$ cat src/rtl/add_arb_pkg.sv
// Shared types for the add_arbiter slice: FSM state encoding and a constant clog2 helper.
package add_arb_pkg;

  typedef enum logic [1:0] {
    IDLE = 2'd0,
    EXEC = 2'd1,
    DONE = 2'd2
  } arb_state_t;

  function automatic int clog2(input int n);
    int r;
    r = 0;
    while ((1 << r) < n) r++;
    return r;
  endfunction

endpackage

$ cat src/rtl/add_arbiter_if.sv
// Requester/result bus of add_arbiter. Result handshake: a result transfers on the clock
// edge where res_valid_o1 & res_ready_i1 are both high; valid and payload hold until then.
interface add_arbiter_if #(
  parameter int N = 4,
  parameter int W = 8
);
  import add_arb_pkg::*;
  localparam int IDW = clog2(N);

  logic [N-1:0]   req_i1;
  logic [N*W-1:0] opa_i1;
  logic [N*W-1:0] opb_i1;
  logic [N-1:0]   gnt_o1;
  logic [W-1:0]   res_o1;
  logic           carry_o1;
  logic [IDW-1:0] res_id_o1;
  logic           res_valid_o1;
  logic           res_ready_i1;
  arb_state_t     dbg_state;

  modport master (
    output req_i1, opa_i1, opb_i1, res_ready_i1,
    input  gnt_o1, res_o1, carry_o1, res_id_o1, res_valid_o1, dbg_state
  );

  modport slave (
    input  req_i1, opa_i1, opb_i1, res_ready_i1,
    output gnt_o1, res_o1, carry_o1, res_id_o1, res_valid_o1, dbg_state
  );
endinterface

$ cat src/rtl/add_arbiter_rr_pick.sv
// Combinational round-robin picker: first set request at or above ptr, wrapping to the
// lowest set request when nothing at or above ptr is asking.
module rr_pick #(
  parameter int N   = 4,
  parameter int IDW = 2
) (
  input  logic [N-1:0]   req,
  input  logic [IDW-1:0] ptr,
  output logic           any,
  output logic [IDW-1:0] idx
);

  logic           found_hi;
  logic [IDW-1:0] idx_hi;
  logic [IDW-1:0] idx_lo;

  // Scanning downwards leaves the lowest qualifying index as the final assignment.
  always_comb begin
    found_hi = 1'b0;
    idx_hi   = '0;
    idx_lo   = '0;
    for (int i = N - 1; i >= 0; i--) begin
      if (req[i]) begin
        idx_lo = IDW'(i);
        if (IDW'(i) >= ptr) begin
          found_hi = 1'b1;
          idx_hi   = IDW'(i);
        end
      end
    end
  end

  assign any = |req;
  assign idx = found_hi ? idx_hi : idx_lo;

endmodule

$ cat src/rtl/add_arbiter.sv
// Round-robin arbiter sequencing N requesters onto one registered W-bit adder.
// Optional ADD_ARB_SAT_EN: saturate res_o1 to all-ones on carry (carry_o1 still reports it).
module add_arbiter
  import add_arb_pkg::*;
#(
  parameter int N = 4,
  parameter int W = 8
) (
  input  logic         arb_c1,
  input  logic         arb_rstn_i1,
  add_arbiter_if.slave bus
);

  localparam int IDW = clog2(N);

  arb_state_t     state;
  logic [IDW-1:0] ptr;
  logic [IDW-1:0] k;
  logic [W-1:0]   opa_q;
  logic [W-1:0]   opb_q;
  logic [N-1:0]   gnt;
  logic [W-1:0]   res;
  logic           carry;
  logic [IDW-1:0] res_id;
  logic           res_valid;

  logic           any;
  logic [IDW-1:0] idx;
  logic [W-1:0]   opa_arr [N];
  logic [W-1:0]   opb_arr [N];
  logic [W:0]     sum_full;

  rr_pick #(.N(N), .IDW(IDW)) u_pick (
    .req (bus.req_i1),
    .ptr (ptr),
    .any (any),
    .idx (idx)
  );

  always_comb begin
    for (int i = 0; i < N; i++) begin
      opa_arr[i] = bus.opa_i1[i*W +: W];
      opb_arr[i] = bus.opb_i1[i*W +: W];
    end
  end

  assign sum_full = {1'b0, opa_q} + {1'b0, opb_q};

  always_ff @(posedge arb_c1 or negedge arb_rstn_i1) begin
    if (!arb_rstn_i1) begin
      state     <= IDLE;
      ptr       <= '0;
      k         <= '0;
      opa_q     <= '0;
      opb_q     <= '0;
      gnt       <= '0;
      res       <= '0;
      carry     <= 1'b0;
      res_id    <= '0;
      res_valid <= 1'b0;
    end else begin
      case (state)
        IDLE: begin
          if (any) begin
            k     <= idx;
            opa_q <= opa_arr[idx];
            opb_q <= opb_arr[idx];
            gnt   <= N'(1) << idx;
            state <= EXEC;
          end
        end
        EXEC: begin
          gnt       <= '0;
          carry     <= sum_full[W];
`ifdef ADD_ARB_SAT_EN
          res       <= sum_full[W] ? '1 : sum_full[W-1:0];
`else
          res       <= sum_full[W-1:0];
`endif
          res_id    <= k;
          res_valid <= 1'b1;
          state     <= DONE;
        end
        DONE: begin
          // Result payload stays in place after the transfer; only valid drops.
          if (bus.res_ready_i1) begin
            res_valid <= 1'b0;
            ptr       <= (k == IDW'(N - 1)) ? '0 : k + 1'b1;
            state     <= IDLE;
          end
        end
        default: state <= IDLE;
      endcase
    end
  end

  assign bus.gnt_o1       = gnt;
  assign bus.res_o1       = res;
  assign bus.carry_o1     = carry;
  assign bus.res_id_o1    = res_id;
  assign bus.res_valid_o1 = res_valid;
  assign bus.dbg_state    = state;

endmodule

$ cat src/flat_wrapper.sv
// flat-port wrapper written by rule: the top's interface ports become plain ports
module add_arbiter_flat import add_arb_pkg::*;
#(
  parameter int N = 4,
  parameter int W = 8
)
  (arb_c1, arb_rstn_i1, bus_req_i1, bus_opa_i1, bus_opb_i1, bus_res_ready_i1, bus_gnt_o1, bus_res_o1, bus_carry_o1, bus_res_id_o1, bus_res_valid_o1, bus_dbg_state);
  add_arbiter_if #(.N(N), .W(W)) bus_i ();
  input  logic arb_c1;
  input  logic arb_rstn_i1;
  input wire logic [$bits(bus_i.req_i1)-1:0] bus_req_i1;
  input wire logic [$bits(bus_i.opa_i1)-1:0] bus_opa_i1;
  input wire logic [$bits(bus_i.opb_i1)-1:0] bus_opb_i1;
  input wire logic [$bits(bus_i.res_ready_i1)-1:0] bus_res_ready_i1;
  output wire logic [$bits(bus_i.gnt_o1)-1:0] bus_gnt_o1;
  output wire logic [$bits(bus_i.res_o1)-1:0] bus_res_o1;
  output wire logic [$bits(bus_i.carry_o1)-1:0] bus_carry_o1;
  output wire logic [$bits(bus_i.res_id_o1)-1:0] bus_res_id_o1;
  output wire logic [$bits(bus_i.res_valid_o1)-1:0] bus_res_valid_o1;
  output wire logic [$bits(bus_i.dbg_state)-1:0] bus_dbg_state;
  assign bus_i.req_i1 = bus_req_i1;
  assign bus_i.opa_i1 = bus_opa_i1;
  assign bus_i.opb_i1 = bus_opb_i1;
  assign bus_i.res_ready_i1 = bus_res_ready_i1;
  assign bus_gnt_o1 = bus_i.gnt_o1;
  assign bus_res_o1 = bus_i.res_o1;
  assign bus_carry_o1 = bus_i.carry_o1;
  assign bus_res_id_o1 = bus_i.res_id_o1;
  assign bus_res_valid_o1 = bus_i.res_valid_o1;
  assign bus_dbg_state = bus_i.dbg_state;
  add_arbiter #(.N(N), .W(W)) u_core (.arb_c1(arb_c1), .arb_rstn_i1(arb_rstn_i1), .bus(bus_i));
endmodule
$ cat config.mk
export PLATFORM = sky130hd
export DESIGN_NAME = add_arbiter_flat
export DESIGN_NICKNAME = d
export VERILOG_FILES = /design/src/rtl/add_arb_pkg.sv /design/src/rtl/add_arbiter_if.sv /design/src/rtl/add_arbiter_rr_pick.sv /design/src/rtl/add_arbiter.sv /design/src/flat_wrapper.sv
export SDC_FILE = /design/constraint.sdc
export NUM_CORES = 1
export LEC_CHECK = 0
export BUFFER_PORTS_ARGS = -buffer_cell sky130_fd_sc_hd__buf_4
export CAP_MARGIN = 15
export CORE_MARGIN = 2
export CORE_UTILIZATION = 55
export CTS_BUF_LIST = sky130_fd_sc_hd__clkbuf_4 sky130_fd_sc_hd__clkbuf_8
export CTS_CLUSTER_DIAMETER = 120
export CTS_CLUSTER_SIZE = 25
export DETAILED_ROUTE_END_ITERATION = 8
export GPL_ROUTABILITY_DRIVEN = 0
export GPL_TIMING_DRIVEN = 0
export PLACE_DENSITY = 0.88
export SLEW_MARGIN = 10
export SYNTH_ARGS = -nofsm -noshare
export SYNTH_HDL_FRONTEND = slang
export SYNTH_HIERARCHICAL = 1
export SYNTH_SLANG_ARGS = --single-unit
export TNS_END_PERCENT = 5
$ cat constraint.sdc
create_clock -name arb_c1 -period 4.5 [get_ports arb_c1]
set_input_delay 0.9 -clock arb_c1 [delete_from_list [all_inputs] [get_ports arb_c1]]
set_output_delay 0.9 -clock arb_c1 [all_outputs]
set_load 0.02 [all_outputs]
==> impl.org <==
** Finish
- Net count of the finished layout :: 354
- The number of antenna diodes in the final layout is 0.
- Area growth, synth to finish :: 35.0%
- Share of cells above drive strength 1 :: 51.5%
- Cells fill 77.2% of the core in the end.

** Timing
- Maximum clock rate :: 0.377 GHz
- Setup violations remaining at the end of the flow were counted as 0.
- For the final routed database, the setup TNS stands at 0 ns.
- The total count of max-transition violations in the final report is 0.
- Across the routed clock network, the largest skew measured is 0.00438 ns.
- Total count of hold-check failures in the final report :: 0
- Of the available clock period, the critical path in the final layout requires 59.0%.
- Setup repair after global routing left no endpoint under its margin.
- Transition time at the pin with the least slew margin :: 0.616 ns
- Tmin final :: 2.65 ns
- In this run the tightest slew margin relative to its limit is 58.7%.
- Final setup slack of the worst path :: 1.85 ns

** CTS
- Insertion delay of the later-clocked pin in the worst-skew pair :: 0.28 ns
- For this design, the sink count on the clock tree is 38.
- The number of clock buffers added by TritonCTS is 5.
- TritonCTS clock tree :: built
- Clock Root Buffer :: clkbuf_8
- Hold-fix buffers, CTS :: 0
- No sink is reached through more buffers than the 2 on the longest clock path.
- # resized after CTS :: 0
- Number of H-tree levels :: 2
- Clock-pin slew on the worst setup and hold paths :: 0.07 ns
- Setup Buffers After CTS :: 0

** Die
- Die H :: 68.7 um
- The initial utilization of the core area, before any placement, comes to 57.2%.
- Area of the core :: 4030 um^2
- DIE WIDTH :: 68.7 um
- Num rows :: 23
- 89 I/O pins were placed.
- The floorplan step defined a die boundary enclosing 4720 um^2.

** Synth
- After synthesis the netlist holds a flip-flop and latch count of 38.
- Yosys mapped a number of flops with a built-in enable equal to 0.
- The commonest cells after synthesis are dfrtp_1 (38), mux4_2 (15), mux2_2 (13).
- Synthesis produced a netlist with a net count of 259.
- Most used DFF post-synth :: dfrtp_1
- The mapped netlist covers 2300 um^2.
- In this run the mean area of a mapped cell was 12.9 um^2.
- Yosys attributes the largest share of cell area to dfrtp_1 (41%), mux4_2 (15%), mux2_4 (6.5%).
- The biggest area contributor in the post-synthesis netlist is dfrtp_1.
- Number of instances in the synthesized netlist :: 178
- The share of the Yosys chip area taken by registers is 41.3%.
- The number of different library cells used by synthesis comes to 40.
- dfrtp_1 is the most common cell in the netlist.
- The top cell type by area accounts for 41.3% of the synthesized area.
- Number of warnings printed during yosys synthesis :: 6
- Asr flop ratio synth :: 100%

** Worst setup path
- STA classifies the critical path endpoint as a flop.
- At the worst endpoint, the required time is 4.66 ns.
- Worst setup path category :: input pin to flop
- Along the worst path, the maximum fanout reaches 10.
- Sort of element at the start of the critical path :: input pin
- Arr. time, crit path :: 2.82 ns

** Global routing
- The number of antenna violations at the first check in global routing is 0.
- Global-route wire length before repair :: 9000 um
- Vias in the first global route :: 1872
- Entering global routing, the biggest net connects 39 pins.
- After global routing the overflow that remains totals 0.
- Gr usage total :: 27.0%

** Power
- IR analysis of the VDD net gives a maximum drop of 410 uV.
- Power per cell area :: 742 nW/um^2
- Internal power consumption :: 1.38 mW
- Of the total power, combinational logic draws 61.9%.
- Leakage power figure :: 1.45 nW
- Proportion of power drawn by flip-flops and latches :: 28.4%
- The analysis attributes to net switching a power of 932 uW.
- Sw frac :: 40.4%
- Relative contribution of the clock network to total power :: 9.7%
- Total design power :: 2.31 mW

** Routing
- For this block, the routed nets add up to 5750 um of wire.
- Post-route DRC :: 0
- The pre-antenna-repair detailed-routing pass consisted of 4 iterations.
- Drt first-iter violations :: 169
- After detailed routing, the number of vias per cell comes to 5.85.
- Via Count :: 1884
- Average wire per cell in the routed design :: 17.8 um
- The count of nets left with antenna violations once routing finished came out at 0.

** Placement
- Dpl ws :: 1.55 ns
- Port buffering added 88 buffers.
- Detailed placement finished with a half-perimeter wire length of 4450 um.

** Min path
- Hold/Removal Path Class :: flop to flop

** Status
- Outcome :: complete, no violations

** Flow run
- The tool flagged a number of max-cap violations equal to 0.
[cell usage in the layout, fill, tap and decap left out, types with 6 or more instances in the layout]
master	count
a21oi_1	6
buf_4	90
clkbuf_8	6
dfrtp_1	38
ha_1	9
mux2_2	13
mux2_4	10
mux4_2	15
nand2_1	11
o21ai_0	10
[registers in the layout, summed over array words and instances, names as in the netlist]
name                     flops
u_core/opb_q                 8
u_core/bus.carry_o1          1
u_core/bus.gnt_o1            4
u_core/bus.res_o1            8
u_core/opa_q                 8
u_core/bus.res_id_o1         2
u_core/bus.dbg_state         2
u_core/bus.res_valid_o1      1
u_core/ptr                   2
u_core/k                     2
[power groups by stage]
stage / combinational, mW / sequential (mW) / clock, mW
6_report: 1.43 / 0.654 / 0.225
2_1_floorplan: 0.941 / 0.715 / 0
4_1_cts: 1.42 / 0.653 / 0.230
3_3_place_gp: 1.33 / 0.643 / 0
5_1_grt: 1.55 / 0.678 / 0.246
3_5_place_dp: 1.40 / 0.656 / 0
[worst max-delay path, stage by stage]
cell      delay (ns)
buf_4           0.12
nand2_1         0.07
a21oi_1         0.07
a311oi_1        0.54
buf_6           0.25
mux4_2          0.54
mux2_2          0.31
[layout make-up]
type                    count  area (um^2)
multi-input cells         126         1270
flip-flops and latches     38          951
fillers                   280          920
repair buffers             88          661
clock buffers               6         82.6
plain buffers              10         70.1
well taps                  50         62.6
inverters                   4         15.0
[kinds of logic after synthesis]
logic type	synth area share (%)
muxes	28.7
AOI/OAI and AO/OA	11.1
DFF	41.3
and+or+nand+nor	8.74
buffers and inverters	3.69
adders and majority gates	5.76
xor gates and xnor gates	0.761
[through the flow]
| step | instance area (um^2) | std cells | hold WS [ns] |
|---|---|---|---|
| detailed placement | 3030 | 316 | 0.469 |
| global placement | 3030 | 316 | 0.463 |
| floorplan | 2300 | 178 | 0.473 |
| global route | 3110 | 322 | 0.518 |
| CTS | 3110 | 322 | 0.484 |
| finish | 3110 | 322 | 0.477 |
[final timing paths]
kind,start,end,slack [ns],depth (start not counted)
worst max-delay path,bus_req_i1[0],u_core/opb_q[5],1.85,7
worst min-delay path,u_core/bus.res_o1[6],u_core/bus.res_o1[6],0.48,2
worst max register to register,u_core/ptr[1],u_core/opb_q[5],2.11,6
worst min register to register,u_core/bus.res_o1[6],u_core/bus.res_o1[6],0.48,2
max in group asynchronous,arb_rstn_i1,u_core/opa_q[5],3.61,1
min in group asynchronous,arb_rstn_i1,u_core/bus.res_id_o1[0],0.57,1
[routing by layer]
layer	track usage, %	wire, um
met2	47.2	3030
met4	8.58	85
met3	7.31	356
met5	0	0
met1	32.3	2270
No activity file was read; power rests on OpenSTA's default activity.
